<file path="src/rtl/pwl_activation_unit_if.sv">
// pwl_activation_unit_if: valid/ready beat bundle between the accumulator output and the activation unit
interface pwl_activation_unit_if #(
  parameter int DATA_W = 16,
  parameter int LANES  = 4
);
  logic                    in_valid;
  logic                    in_ready;
  logic [1:0]              in_mode;
  logic [LANES*DATA_W-1:0] in_data;
  logic                    out_valid;
  logic                    out_ready;
  logic [LANES*DATA_W-1:0] out_data;
  logic [LANES-1:0]        out_sat;
  modport master (
    output in_valid, in_mode, in_data, out_ready,
    input  in_ready, out_valid, out_data, out_sat
  );
  modport slave (
    input  in_valid, in_mode, in_data, out_ready,
    output in_ready, out_valid, out_data, out_sat
  );
endinterface

</file>
<file path="src/rtl/pwl_activation_unit.sv">
// pwl_activation_unit: two-stage multi-lane identity/ReLU/PWL-sigmoid/PWL-tanh activation with valid/ready
module pwl_activation_unit #(
  parameter int DATA_W = 16,
  parameter int FRAC_W = 10,
  parameter int LANES  = 4
) (
  input logic                  clk,
  input logic                  rst,
  pwl_activation_unit_if.slave io
);
  typedef enum logic [1:0] {M_ID, M_RELU, M_SIG, M_TANH} mode_t;
  localparam logic [DATA_W-1:0] ONE  = DATA_W'(1 << FRAC_W);
  localparam logic [DATA_W-1:0] HALF = DATA_W'(1 << (FRAC_W - 1));
  localparam logic [DATA_W-1:0] T2   = DATA_W'((19 << FRAC_W) / 8);
  localparam logic [DATA_W-1:0] T3   = DATA_W'(5 << FRAC_W);
  localparam logic [DATA_W-1:0] C1   = DATA_W'((5 << FRAC_W) / 8);
  localparam logic [DATA_W-1:0] C2   = DATA_W'((27 << FRAC_W) / 32);
  localparam logic [DATA_W-1:0] MAXP = {1'b0, {(DATA_W-1){1'b1}}};
  localparam logic [DATA_W-1:0] MINN = {1'b1, {(DATA_W-1){1'b0}}};
  if (DATA_W < FRAC_W + 4) begin : g_bad_format
    $error("pwl_activation_unit: DATA_W must be at least FRAC_W+4");
  end
  logic  en;
  logic  s1_valid;
  mode_t s1_mode;
  logic  out_valid_q;
  assign en          = ~out_valid_q | io.out_ready;
  assign io.in_ready = en;
  assign io.out_valid = out_valid_q;
  always_ff @(posedge clk) begin
    if (rst) begin
      s1_valid    <= 1'b0;
      out_valid_q <= 1'b0;
    end else if (en) begin
      s1_valid    <= io.in_valid;
      out_valid_q <= s1_valid;
    end
  end
  always_ff @(posedge clk) begin
    if (en && io.in_valid) s1_mode <= mode_t'(io.in_mode);
  end
  for (genvar i = 0; i < LANES; i++) begin : g_lane
    logic [DATA_W-1:0] z, x, a, z1, a1, p, s, y, q;
    logic [1:0]        r, r1;
    logic              sg1, st, qs;
    // tanh evaluates the sigmoid at 2z, clamped to the word range
    always_comb begin
      z = io.in_data[i*DATA_W +: DATA_W];
      x = io.in_mode == M_TANH
          ? (z[DATA_W-1] != z[DATA_W-2] ? (z[DATA_W-1] ? MINN : MAXP) : {z[DATA_W-2:0], 1'b0})
          : z;
      a = x == MINN ? MAXP : (x[DATA_W-1] ? -x : x);
      r = a >= T3 ? 2'd3 : a >= T2 ? 2'd2 : a >= ONE ? 2'd1 : 2'd0;
    end
    always_ff @(posedge clk) begin
      if (en && io.in_valid) begin
        z1  <= z;
        a1  <= a;
        r1  <= r;
        sg1 <= x[DATA_W-1];
      end
    end
    always_comb begin
      p  = r1 == 2'd3 ? ONE
         : r1 == 2'd2 ? (a1 >> 5) + C2
         : r1 == 2'd1 ? (a1 >> 3) + C1
         : (a1 >> 2) + HALF;
      s  = sg1 ? ONE - p : p;
      y  = s1_mode == M_ID   ? z1
         : s1_mode == M_RELU ? (z1[DATA_W-1] ? '0 : z1)
         : s1_mode == M_SIG  ? s
         : (s << 1) - ONE;
      st = s1_mode[1] && r1 == 2'd3;
    end
    always_ff @(posedge clk) begin
      if (rst) begin
        q  <= '0;
        qs <= 1'b0;
      end else if (en && s1_valid) begin
        q  <= y;
        qs <= st;
      end
    end
    assign io.out_data[i*DATA_W +: DATA_W] = q;
    assign io.out_sat[i] = qs;
  end
endmodule

</file>
<file path="src/flat_wrapper.sv">
// flat-port wrapper written by rule: the top's interface ports become plain ports
module pwl_activation_unit_flat 
#(
  parameter int DATA_W = 16,
  parameter int FRAC_W = 10,
  parameter int LANES  = 4
)
  (clk, rst, io_in_valid, io_in_mode, io_in_data, io_out_ready, io_in_ready, io_out_valid, io_out_data, io_out_sat);
  pwl_activation_unit_if #(.DATA_W(DATA_W), .LANES(LANES)) io_i ();
  input logic clk;
  input logic rst;
  input wire logic [$bits(io_i.in_valid)-1:0] io_in_valid;
  input wire logic [$bits(io_i.in_mode)-1:0] io_in_mode;
  input wire logic [$bits(io_i.in_data)-1:0] io_in_data;
  input wire logic [$bits(io_i.out_ready)-1:0] io_out_ready;
  output wire logic [$bits(io_i.in_ready)-1:0] io_in_ready;
  output wire logic [$bits(io_i.out_valid)-1:0] io_out_valid;
  output wire logic [$bits(io_i.out_data)-1:0] io_out_data;
  output wire logic [$bits(io_i.out_sat)-1:0] io_out_sat;
  assign io_i.in_valid = io_in_valid;
  assign io_i.in_mode = io_in_mode;
  assign io_i.in_data = io_in_data;
  assign io_i.out_ready = io_out_ready;
  assign io_in_ready = io_i.in_ready;
  assign io_out_valid = io_i.out_valid;
  assign io_out_data = io_i.out_data;
  assign io_out_sat = io_i.out_sat;
  pwl_activation_unit #(.DATA_W(DATA_W), .FRAC_W(FRAC_W), .LANES(LANES)) u_core (.clk(clk), .rst(rst), .io(io_i));
endmodule
</file>
<file path="config.mk">
export PLATFORM = sky130hd
export DESIGN_NAME = pwl_activation_unit_flat
export DESIGN_NICKNAME = d
export VERILOG_FILES = /design/src/rtl/pwl_activation_unit_if.sv /design/src/rtl/pwl_activation_unit.sv /design/src/flat_wrapper.sv
export SDC_FILE = /design/constraint.sdc
export NUM_CORES = 1
export LEC_CHECK = 0
export ABC_AREA = 0
export BUFFER_PORTS_ARGS = -buffer_cell sky130_fd_sc_hd__buf_2
export CAP_MARGIN = 20
export CELL_PAD_IN_SITES_DETAIL_PLACEMENT = 0
export CELL_PAD_IN_SITES_GLOBAL_PLACEMENT = 2
export CORE_UTILIZATION = 40
export DETAILED_ROUTE_END_ITERATION = 12
export PLACE_DENSITY = 0.91
export RECOVER_POWER = 25
export SYNTH_ARGS = -nofsm -noshare
export SYNTH_HDL_FRONTEND = slang
export SYNTH_SLANG_ARGS = --single-unit
</file>
<file path="constraint.sdc">
create_clock -name clk -period 6.9 [get_ports clk]
set_input_delay 1.38 -clock clk [delete_from_list [all_inputs] [get_ports clk]]
set_output_delay 1.38 -clock clk [all_outputs]
set_load 0.01 [all_outputs]
</file>
; Word level (Yosys, flattened, before mapping)
; Cells that the tools add are included.
[word_totals]
ff_bits = 212
inputBits = 70
output_inout_bits = 70
word_cells = 163
[classes]
add_sub_neg = 24
n_lt_le_gt_ge = 12
n_eq_ne = 23
muxes = 60
bitwise_logic = 2
reduce_logical = 11
[op_table]
columns = cell, n
row1 = $mux 16, 48
row2 = $eq 16x16->1 const B, 4
row3 = $ge 16x11->1 const B, 4
row4 = $ge 16x12->1 const B, 4
row5 = $ge 16x13->1 const B, 4
row6 = $neg 16->16, 4
row7 = $sub 11x16->16 const A, 4
row8 = $sub 16x11->16 const B, 4
row9 = $add 14x10->15 const B, 4
row10 = $mux 15, 4
row11 = $add 13x10->14 const B, 4
row12 = $add 11x10->12 const B, 4
row13 = $eq 2x2->1 const B, 10
row14 = $eq 2x1->1 const B, 5
row15 = $mux 1, 8
row16 = $reduce_or 2->1, 4
row17 = $logic_and 1x1->1, 6
row18 = $ne 1x1->1, 4
row19 = $logic_not 2->1, 1
row20 = $not 1->1, 1
row21 = $or 1x1->1, 1

; Depth between registers and ports, before layout
; Gate-level depths: netlist of run 1.
[depth]
ltp_word = 10
depth_mapped = 17
mapped_depth_nobuf = 15

; Worst setup path before layout of run 1
; No wires, ideal clock.
[synth_timing]
path_kind = input port to flip-flop
start = in io_out_ready
end = reg u_core.g_lane[0].a1[10], enable pin
setup_time_ns = 0.510
arrival_ns = 4.744
required_ns = 6.390
setup_slack_ns = 1.646
cell_stages = 2
path_buffers = 0
cell_sequence = nand2b_1 > and2_1
[synth_via]
elab_chain_len = 2
[synth_lines]
columns = item, line
row1 = "start, declared", flat_wrapper.sv:15  ; input wire logic [$bits(io_i.out_ready)-1:0] io_out_ready;
row2 = $or 1x1->1, pwl_activation_unit.sv:27  ; assign en = ~out_valid_q | io.out_ready;
row3 = $logic_and 1x1->1, pwl_activation_unit.sv:56  ; if (en && io.in_valid) begin
row4 = "end signal, assigned", pwl_activation_unit.sv:58  ; a1 <= a;
row5 = "end, declared", pwl_activation_unit.sv:43  ; logic [DATA_W-1:0] z, x, a, z1, a1, p, s, y, q;
; No other way between the ends.
; A chain may end at the register's enable or synchronous reset.

; Final worst setup path of run 1
[layout_timing]
start = in io_in_mode[0]
end = reg u_core.g_lane[1].r1[0] (data pin)
[layout_via]
elab_chain_len = 8
elab_cells_between_ends = 11
cone_classes = add/sub: 1 / order compare: 3 / eq/ne: 2 / mux: 5
[layout_lines]
columns = item, line
row1 = "start, declared", flat_wrapper.sv:13  ; input wire logic [$bits(io_i.in_mode)-1:0] io_in_mode;
row2 = $eq 2x2->1 *, pwl_activation_unit.sv:49  ; x = io.in_mode == M_TANH
row3 = $mux 16 *, pwl_activation_unit.sv:50  ; ? (z[DATA_W-1] != z[DATA_W-2] ? (z[DATA_W-1] ? MINN : MAXP) : {z[DATA_W-2:0], 1'b0})
row4 = $neg 16->16, pwl_activation_unit.sv:52  ; a = x == MINN ? MAXP : (x[DATA_W-1] ? -x : x);
row5 = $mux 16, pwl_activation_unit.sv:52
row6 = $mux 16 *, pwl_activation_unit.sv:52
row7 = $ge 16x11->1, pwl_activation_unit.sv:53  ; r = a >= T3 ? 2'd3 : a >= T2 ? 2'd2 : a >= ONE ? 2'd1 : 2'd0;
row8 = $mux 1 (2 in a row), pwl_activation_unit.sv:53
row9 = "end signal, assigned", pwl_activation_unit.sv:59  ; r1 <= r;
row10 = "end, declared", pwl_activation_unit.sv:44  ; logic [1:0] r, r1;
; Mark *: on every way between the ends. The rest lies on a longest branch, timed or not.

==> impl_metrics.json, run 1 <==
{
  "via_count_of_the_first_global_routing_pass": 12300,
  "ys_top_cells_by_area": "sky130_fd_sc_hd__edfxtp_1, sky130_fd_sc_hd__dfxtp_1, sky130_fd_sc_hd__a21oi_1, sky130_fd_sc_hd__o21ai_0, sky130_fd_sc_hd__xnor2_1",
  "grt_usage": 0.230,
  "clkLatencyLatePin_ns": 0.55,
  "design.final.nets": 1911,
  "violations": "capacitance limit, slew limit",
  "gpl.final_weighted_congestion": 0.867,
  "setup.worst_path.start": "io_in_mode[0]",
  "async_reset_ff_frac": 0,
  "critPathMaxFanout": 35,
  "io-pin-count": 140,
  "timing.final.max_slew_violations": 92,
  "place.detailed.instances": 2235,
  "synth_edf_count": 134,
  "tightest_slew_ns": 1.85,
  "synth-main-ff-cell": "sky130_fd_sc_hd__edfxtp_1",
  "core.rowCount": 70,
  "synthDominantCellAreaShare": 0.271,
  "layout_cell_share_with_drive_strength_beyond_1": 0.0903,
  "cts_buffers": 26,
  "layout.cells.non_filler": 2285,
  "finalWirelength_um": 45000,
  "root_buffer_cell": "sky130_fd_sc_hd__clkbuf_16",
  "cellLeakagePower_nw": 6.33,
  "length_of_the_first_detailed_routing_pass_in_iterations": 5,
  "yosysMostFrequentCell": "sky130_fd_sc_hd__a21oi_1",
  "hold_buffers": 0,
  "final_util": 0.449,
  "hold_path.class": "reg -> reg",
  "cap_violations": 2,
  "vias_per_cell": 5.91,
  "hold_start": "u_core.g_lane[0].qs",
  "finalInstanceArea_um2": 16400,
  "synthesis.instances": 1741,
  "ratio_of_total_power_to_cell_area_nw_per_um2": 238,
  "routed-via-count": 13500,
  "result_of_the_run": "finished, violations left",
  "clock.fmax_mhz": 193,
  "worst_ep_arrival_time_ns": 5.47,
  "first_pass_grt_wire_length_um": 69700,
  "clock_sinks": 204,
  "floorplan.die.width_um": 195,
  "core_um2": 36600,
  "synth-seq-area-share": 0.365,
  "criticalPathCategory": "in -> reg",
  "timing.final.crit_period_ns": 5.19,
  "report.final.setup_viol": 0,
  "maximum_number_of_pins_on_one_net_before_global_route_repair": 77,
  "hold_violations": 0,
  "max_buffers_root_to_sink": 3,
  "drcViolationCount": 0,
  "postRouteAntennaNets": 0,
  "ys_types": 95,
  "placed_cell_area_um2": 15700,
  "port-buffer-count": 139,
  "path_clk_slew_ns": 0.06,
  "yosysTopAreaCell": "sky130_fd_sc_hd__edfxtp_1",
  "wl_per_cell_um": 19.7,
  "place_hpwl_um": 32700,
  "start_util": 0.406,
  "end_kind": "flip-flop",
  "hold_ws_ns": 0.459,
  "post_cts_buffers": 0,
  "worstReg2RegStart": "u_core.g_lane[3].r1[1]",
  "netlist_top_cells_count": "sky130_fd_sc_hd__a21oi_1, sky130_fd_sc_hd__nand2_1, sky130_fd_sc_hd__o21ai_0",
  "fill_cells": 3641,
  "timing.max_slew.rel_slack": -0.233,
  "clock_skews_ns": 0.0108,
  "fin_setup_tns_ns": 0,
  "number_of_antenna_violations_at_the_first_check_in_global_routing": 2,
  "cts-resized-gates": 0,
  "synthesis.area_um2": 14900,
  "data_required_critical_path_ns": 7.19,
  "avgSynthCellArea_um2": 8.53,
  "layout-area-overhead-vs-synth_pct": 10.6,
  "yosys_register_bits": 204,
  "crit_path_start_kind": "primary input",
  "clock_tree.htree_level_count": 1,
  "unrepaired_setup_endpoints_after_global_routing": "no",
  "synth_fp_nets": 1855,
  "cts_tree": "done",
  "final.period_utilization": 0.751,
  "vdd_drop_max_mv": 0.170,
  "design.die.area_um2": 37900,
  "yosysWarnings": 0,
  "global_route.overflow_total": 0,
  "initialDrtViolationCount": 1048,
  "floorplan.die.height_um": 195
}
cells by family (layout without fill, tap and decap cells):
logic type / count (synthesis) / count (layout) / synth area share
mux: 41 / 41 / 0.0285
compound gates: 613 / 613 / 0.264
buf+inv: 189 / 264 / 0.0536
other cells: 0 / 1 / 0
flops: 204 / 204 / 0.365
fa+ha+maj: 44 / 44 / 0.0371
simple gates: 528 / 528 / 0.179
xor+xnor: 122 / 122 / 0.0724
through the flow:
stage | worst slack (ns) | total power, mW
after floorplan | 1.65 | 2.31
after global placement | 1.82 | 2.60
after detailed placement | 1.68 | 2.60
after CTS | 2.25 | 3.93
after global routing | 1.30 | 4.09
final | 1.71 | 3.91
power by group:
group	switching [mW]	total [mW]	internal [mW]	leakage (nW)
clock	0.538	1.33	0.787	0.416
sequential	0.111	1.54	1.43	1.87
combinational	0.652	1.05	0.394	4.04
cell type report:
class | instances | area, µm² | area share
well taps | 468 | 586 | 0.0356
diodes | 1 | 2.50 | 0.000152
clock buffers | 38 | 788 | 0.0480
clock inverters | 9 | 50.0 | 0.00305
flip-flops and latches | 204 | 5430 | 0.330
inverters | 61 | 229 | 0.0139
multi-input cells | 1348 | 8650 | 0.526
repair buffers | 156 | 703 | 0.0428
per-layer routing:
layer / wire, µm / GRT usage / vias up
li1: - / - / 6576
met1: 20900 / 0.322 / 6416
met2: 20200 / 0.363 / 424
met3: 2590 / 0.0311 / 82
met4: 1310 / 0.0784 / 0
met5: 0 / 0 / -
flip-flops by register name, indices dropped and copies added (netlist names):
name and cells:
u_core.g_lane.qs 4, u_core.g_lane.r1 8, u_core.s1_valid 1, u_core.s1_mode 2
u_core.g_lane.sg1 4, u_core.io.out_valid 1, u_core.g_lane.q 64, u_core.g_lane.z1 64
u_core.g_lane.a1 56
cells in the final DEF, fill, tap and decap left out, types with 44 or more instances in the layout:
master	count
sky130_fd_sc_hd__o21ai_0	142
sky130_fd_sc_hd__ha_1	44
sky130_fd_sc_hd__xnor2_1	71
sky130_fd_sc_hd__a21oi_1	187
sky130_fd_sc_hd__edfxtp_1	134
sky130_fd_sc_hd__nand2_1	161
sky130_fd_sc_hd__inv_1	57
sky130_fd_sc_hd__clkbuf_1	105
sky130_fd_sc_hd__xor2_1	50
sky130_fd_sc_hd__a31oi_1	54
sky130_fd_sc_hd__nor2_1	121
sky130_fd_sc_hd__dfxtp_1	70
critical path: stages:
cell and delay, ns:
sky130_fd_sc_hd__buf_2 0.28, sky130_fd_sc_hd__clkbuf_1 1.13, sky130_fd_sc_hd__nand2_1 0.20, sky130_fd_sc_hd__buf_4 0.33
sky130_fd_sc_hd__or3_1 0.41, sky130_fd_sc_hd__a2111oi_0 0.57, sky130_fd_sc_hd__nand3_1 0.29, sky130_fd_sc_hd__or2_2 0.43
sky130_fd_sc_hd__nand4b_1 0.14, sky130_fd_sc_hd__nor3b_1 0.19, sky130_fd_sc_hd__o21ai_1 0.07
final timing paths:
kind	to	slack, ns	cells past startpoint
setup / recovery	u_core.g_lane[1].r1[0]	1.71	11
hold / removal	u_core.g_lane[0].qs	0.46	2
setup reg to reg	u_core.g_lane[3].q[11]	2.93	11
hold reg to reg	u_core.g_lane[0].qs	0.46	2
Power figures use the tool's default switching activity.
==> run 2: changes to the inputs <==
--- a/config.mk
+++ b/config.mk
@@ -10,9 +10,9 @@
 export CAP_MARGIN = 20
 export CELL_PAD_IN_SITES_DETAIL_PLACEMENT = 0
 export CELL_PAD_IN_SITES_GLOBAL_PLACEMENT = 2
-export CORE_UTILIZATION = 40
+export CORE_UTILIZATION = 37
 export DETAILED_ROUTE_END_ITERATION = 12
-export PLACE_DENSITY = 0.91
+export PLACE_DENSITY = 0.85
 export RECOVER_POWER = 25
 export SYNTH_ARGS = -nofsm -noshare
 export SYNTH_HDL_FRONTEND = slang
==> constraint.sdc (replaced) <==
create_clock -name clk -period 5.2 [get_ports clk]
set_input_delay 1.04 -clock clk [delete_from_list [all_inputs] [get_ports clk]]
set_output_delay 1.04 -clock clk [all_outputs]
set_load 0.01 [all_outputs]
==> impl_metrics.json, run 2 (synthesis gave the netlist of run 1 again) <==
{
  "cts-resized-gates": 0,
  "clock.fmax_mhz": 240,
  "drcViolationCount": 0,
  "end_kind": "flip-flop",
  "via_count_of_the_first_global_routing_pass": 12400,
  "core_um2": 39600,
  "cellInternalPower_mw": 3.50,
  "power.share.switching": 0.331,
  "timing.final.crit_period_ns": 4.17,
  "gpl.final_weighted_congestion": 0.880,
  "io-pin-count": 140,
  "max_buffers_root_to_sink": 3,
  "clock_power_share": 0.342,
  "crit_path_start_kind": "primary input",
  "r2r_end": "u_core.g_lane[3].q[11]",
  "place.detailed.instances": 2298,
  "vias_per_cell": 5.73,
  "start_util": 0.375,
  "reg2reg_depth": 10,
  "area_of_combinational_cells_with_multiple_inputs_um2": 8650,
  "cts_buffers": 24,
  "layout_cell_share_with_drive_strength_beyond_1": 0.106,
  "mostFrequentLayoutCell": "sky130_fd_sc_hd__a21oi_1",
  "timing.final.max_slew_violations": 123,
  "critical-path-top-delay-family": "simple AND/OR/NAND/NOR gates",
  "ratio_of_total_power_to_cell_area_nw_per_um2": 316,
  "initialDrtViolationCount": 933,
  "vdd_drop_max_mv": 0.194,
  "min_delay_worst_endpoint": "u_core.g_lane[0].qs",
  "pwr-share-comb": 0.267,
  "violations": "capacitance limit, slew limit",
  "cts_tree": "done",
  "core.rowCount": 73,
  "unrepaired_setup_endpoints_after_global_routing": "no",
  "critPathMaxFanout": 17,
  "length_of_the_first_detailed_routing_pass_in_iterations": 5,
  "n_antenna_cell": 0,
  "postRouteAntennaNets": 0,
  "layout-area-overhead-vs-synth_pct": 11.5,
  "worstReg2RegStart": "u_core.g_lane[3].r1[0]",
  "clkLatencyLatePin_ns": 0.54,
  "cap_violations": 2,
  "cell_breakdown_of_the_critical_path": "clkbuf_1 > inv_1 > ha_1 > or2_2 > a31oi_1 > inv_1 > ha_1 > inv_1 > nor3_1 > nand4_1 > or2_2 > nand2_1 > a211oi_1 > nor3_1 > o21ai_0",
  "fill_cells": 4057,
  "hold_violations": 0,
  "top_registers": "u_core.g_lane.q (64), u_core.g_lane.z1 (64), u_core.g_lane.a1 (56)",
  "layout_common_cells": "sky130_fd_sc_hd__a21oi_1, sky130_fd_sc_hd__nand2_1, sky130_fd_sc_hd__o21ai_0",
  "worst_ep_arrival_time_ns": 4.45,
  "final.period_utilization": 0.802,
  "cellLeakagePower_nw": 6.43,
  "critPathBufInv": 4,
  "wl_per_cell_um": 19.8,
  "routed-via-count": 13400,
  "whs_path_depth": 2,
  "finalWirelength_um": 46400,
  "criticalPathCategory": "in -> reg",
  "floorplan.die.width_um": 202,
  "number_of_antenna_violations_at_the_first_check_in_global_routing": 0,
  "fin_setup_tns_ns": 0,
  "port-buffer-count": 139,
  "share_seq_of_total_power": 0.391,
  "design.die.area_um2": 41000,
  "result_of_the_run": "finished, violations left",
  "p_sw_mw": 1.73,
  "grt_usage": 0.221,
  "worstSetupPathDepth": 15,
  "global_route.overflow_total": 0,
  "final-seq-area_um2": 5430,
  "place_hpwl_um": 34000,
  "maximum_number_of_pins_on_one_net_before_global_route_repair": 70,
  "first_pass_grt_wire_length_um": 71300,
  "hold_path.class": "reg -> reg",
  "crit_top_cell": "sky130_fd_sc_hd__inv_1",
  "design.final.nets": 1914,
  "tightest_slew_ns": 3.13,
  "floorplan.die.height_um": 202,
  "reg2reg_slack_ns": 1.23,
  "root_buffer_cell": "sky130_fd_sc_hd__clkbuf_16",
  "hold_start": "u_core.g_lane[0].qs",
  "slowest_delay_ns": 0.60,
  "clock_tree.htree_level_count": 1,
  "report.final.setup_viol": 0,
  "cpMaxStageDelayCell": "sky130_fd_sc_hd__ha_1",
  "post_cts_buffers": 0,
  "hold_buffers": 0,
  "timing.max_slew.rel_slack": -1.09,
  "data_required_critical_path_ns": 5.48,
  "clock_sinks": 204,
  "path_clk_slew_ns": 0.06,
  "clock_skews_ns": 0.0124,
  "layout.cells.non_filler": 2343
}
[run 2: final cells by class]
type | count | share of cell area
flip-flops and latches | 204 | 0.327
clock inverters | 18 | 0.0122
well taps | 525 | 0.0396
clock buffers | 26 | 0.0380
inverters | 61 | 0.0138
repair buffers | 161 | 0.0470
multi-input cells | 1348 | 0.522
[run 2: through the flow]
stage / total power, mW / area, µm² / utilization / hold slack (ns) / worst slack (ns)
4_1_cts: 5.26 / 16700 / 0.420 / 0.451 / 1.18
3_5_place_dp: 3.47 / 15800 / 0.399 / 0.445 / 0.617
2_1_floorplan: 3.07 / 14900 / - / 0.432 / 0.286
6_report: 5.23 / 16600 / 0.418 / 0.448 / 1.03
3_3_place_gp: 3.46 / 15800 / 0.399 / 0.437 / 0.721
5_1_grt: 5.50 / 16600 / 0.418 / 0.474 / 0.595
[run 2: tightest hold or removal path, stage by stage (launching register included)]
cell                      delay [ns]
sky130_fd_sc_hd__dfxtp_1        0.30
sky130_fd_sc_hd__nand2_1        0.05
sky130_fd_sc_hd__a21oi_1        0.05
[run 2: worst max-delay path by stage]
stage / slack (ns) / start / end
3_3_place_gp: 0.72 / io_in_data[14] / u_core.g_lane[0].r1[0]
6_report: 1.03 / io_in_data[14] / u_core.g_lane[0].r1[0]
2_1_floorplan: 0.29 / io_out_ready / u_core.g_lane[0].a1[10]
4_1_cts: 1.18 / io_in_data[14] / u_core.g_lane[0].r1[0]
3_5_place_dp: 0.62 / io_in_data[14] / u_core.g_lane[0].r1[0]
5_1_grt: 0.59 / io_in_data[14] / u_core.g_lane[0].r1[0]
[run 2: power groups by stage]
| stage | Clock, mW | Combinational [mW] | Sequential [mW] |
|---|---|---|---|
| after global placement | 0 | 1.39 | 2.07 |
| after floorplan | 0 | 1.06 | 2.00 |
| after CTS | 1.82 | 1.40 | 2.04 |
| final | 1.79 | 1.39 | 2.05 |
| after global routing | 1.89 | 1.55 | 2.07 |
| after detailed placement | 0 | 1.39 | 2.08 |
[run 2: routing by layer]
metal  track usage  wire length, µm  vias to the layer above
met3        0.0306             2620                       86
met4        0.0838             1590                        0
li1              -                -                     6575
met5             0                0                        -
met1         0.296            20600                     6363
met2         0.359            21500                      410
==> run 3: changes to the inputs <==
==> constraint.sdc (replaced) <==
create_clock -name clk -period 4 [get_ports clk]
set_input_delay 0.8 -clock clk [delete_from_list [all_inputs] [get_ports clk]]
set_output_delay 0.8 -clock clk [all_outputs]
set_load 0.01 [all_outputs]
==> impl_metrics.json, run 3 (synthesis gave the netlist of run 1 again) <==
{
  "timing.final.max_slew_violations": 35,
  "layout-area-overhead-vs-synth_pct": 13.8,
  "place_hpwl_um": 35200,
  "top_registers": "u_core.g_lane.q (64), u_core.g_lane.z1 (64), u_core.g_lane.a1 (56)",
  "clock_sinks": 204,
  "floorplan.die.height_um": 202,
  "timing.final.crit_period_ns": 3.62,
  "mostFrequentLayoutCell": "sky130_fd_sc_hd__a21oi_1",
  "number_of_antenna_violations_at_the_first_check_in_global_routing": 0,
  "grt_usage": 0.223,
  "clock_skews_ns": 0.0178,
  "hold_path.class": "reg -> reg",
  "power.share.switching": 0.339,
  "global_route.overflow_total": 0,
  "worst_ep_arrival_time_ns": 3.98,
  "post_cts_buffers": 0,
  "end_kind": "flip-flop",
  "fin_setup_tns_ns": 0,
  "ratio_of_total_power_to_cell_area_nw_per_um2": 400,
  "path_clk_slew_ns": 0.06,
  "port-buffer-count": 139,
  "hold_buffers": 0,
  "clock.fmax_mhz": 276,
  "timing.max_slew.rel_slack": -0.819,
  "via_count_of_the_first_global_routing_pass": 12700,
  "unrepaired_setup_endpoints_after_global_routing": "no",
  "wl_per_cell_um": 19.7,
  "drt-met1-wl_um": 21700,
  "hold_violations": 0,
  "crit_path_start_kind": "flip-flop",
  "setup_slack_ns": 0.381,
  "cellInternalPower_mw": 4.47,
  "criticalPathCategory": "reg -> reg",
  "length_of_the_first_detailed_routing_pass_in_iterations": 5,
  "topRoutingLayerUsed": "met4",
  "design.final.nets": 1958,
  "design.die.area_um2": 41000,
  "result_of_the_run": "finished, violations left",
  "core.rowCount": 73,
  "io-pin-count": 140,
  "final.period_utilization": 0.905,
  "gpl.final_weighted_congestion": 0.904,
  "report.final.setup_viol": 0,
  "clock_power_share": 0.330,
  "clkLatencyLatePin_ns": 0.54,
  "first_pass_grt_wire_length_um": 72700,
  "pwr-share-comb": 0.279,
  "layout_cell_share_with_drive_strength_beyond_1": 0.133,
  "vias_per_cell": 5.70,
  "final-seq-area_um2": 5430,
  "postRouteAntennaNets": 0,
  "floorplan.die.width_um": 202,
  "dp_worst_setup_slack_ns": 0.185,
  "initialDrtViolationCount": 858,
  "worstReg2RegStart": "u_core.g_lane[0].a1[12]",
  "met2_wirelength_um": 21700,
  "cts-resized-gates": 0,
  "start_util": 0.375,
  "p_sw_mw": 2.29,
  "layout_common_cells": "sky130_fd_sc_hd__a21oi_1, sky130_fd_sc_hd__nand2_1, sky130_fd_sc_hd__o21ai_0",
  "setup.worst_path.start": "u_core.g_lane[0].a1[12]",
  "area_of_combinational_cells_with_multiple_inputs_um2": 8650,
  "hold_ws_ns": 0.456,
  "routed-via-count": 13600,
  "clock_tree.htree_level_count": 1,
  "hold_start": "u_core.g_lane[1].qs",
  "violations": "capacitance limit, slew limit",
  "finalWirelength_um": 47000,
  "core_um2": 39600,
  "cellLeakagePower_nw": 6.66,
  "drcViolationCount": 0,
  "cts_buffers": 25,
  "critPathMaxFanout": 12,
  "share_seq_of_total_power": 0.391,
  "n_antenna_cell": 0,
  "data_required_critical_path_ns": 4.36,
  "post-layout-total-power_mw": 6.76,
  "vdd_drop_max_mv": 0.317,
  "cap_violations": 1,
  "root_buffer_cell": "sky130_fd_sc_hd__clkbuf_16",
  "fill_cells": 4025,
  "tightest_slew_ns": 2.73,
  "max_buffers_root_to_sink": 3,
  "cts_tree": "done",
  "met3_wirelength_um": 2480,
  "maximum_number_of_pins_on_one_net_before_global_route_repair": 58
}
## run 3: cell types whose count changed in the layout (fill, tap and decap cells not counted), sizes merged
cell and delta:
buf +51, clkbuf -9, bufinv -2, inv +2, clkinvlp +1, clkinv +2
## run 3: worst paths after layout
path / to / slack, ns / cells after the start
setup / recovery: u_core.g_lane[0].q[15] / 0.38 / 10
hold / removal: u_core.g_lane[1].qs / 0.46 / 2
setup reg to reg: u_core.g_lane[0].q[15] / 0.38 / 10
hold reg to reg: u_core.g_lane[1].qs / 0.46 / 2
## run 3: metrics by stage
stage | util | cells | cell area [µm²]
after floorplan | - | 1741 | 14900
after global placement | 0.408 | 2341 | 16200
after detailed placement | 0.408 | 2341 | 16200
after CTS | 0.428 | 2387 | 17000
after global routing | 0.426 | 2388 | 16900
final | 0.426 | 2388 | 16900
## run 3: power by group through the flow
| stage | Clock, mW | Sequential, mW | Combinational (mW) |
|---|---|---|---|
| after floorplan | 0 | 2.60 | 1.38 |
| after global placement | 0 | 2.68 | 1.87 |
| after detailed placement | 0 | 2.68 | 1.88 |
| after CTS | 2.29 | 2.64 | 1.89 |
| after global routing | 2.36 | 2.66 | 2.09 |
| final | 2.23 | 2.64 | 1.89 |
## run 3: critical path: stages, from the launching register on
cell                        delay, ns
sky130_fd_sc_hd__edfxtp_1        0.56
sky130_fd_sc_hd__ha_1            0.35
sky130_fd_sc_hd__or3b_2          0.48
sky130_fd_sc_hd__o21ai_0         0.10
sky130_fd_sc_hd__o32a_1          0.23
sky130_fd_sc_hd__and4_1          0.38
sky130_fd_sc_hd__a211oi_1        0.14
sky130_fd_sc_hd__xnor2_1         0.45
sky130_fd_sc_hd__and4_1          0.33
sky130_fd_sc_hd__nor4bb_1        0.33
sky130_fd_sc_hd__a2111oi_2       0.09
## run 3: cell type report
| cell class | count | share of cell area |
|---|---|---|
| clock buffer | 25 | 0.0370 |
| clock inverter | 21 | 0.0108 |
| inverter | 61 | 0.0135 |
| multi-input combinational | 1348 | 0.512 |
| sequential | 204 | 0.321 |
| tap | 525 | 0.0389 |
| timing repair buffer | 204 | 0.0673 |
## run 3: per-layer routing
| metal | global-route usage | up-vias |
|---|---|---|
| met2 | 0.366 | 397 |
| met1 | 0.305 | 6492 |
| met3 | 0.0318 | 75 |
| met4 | 0.0631 | 0 |
| li1 | - | 6659 |
| met5 | 0 | - |
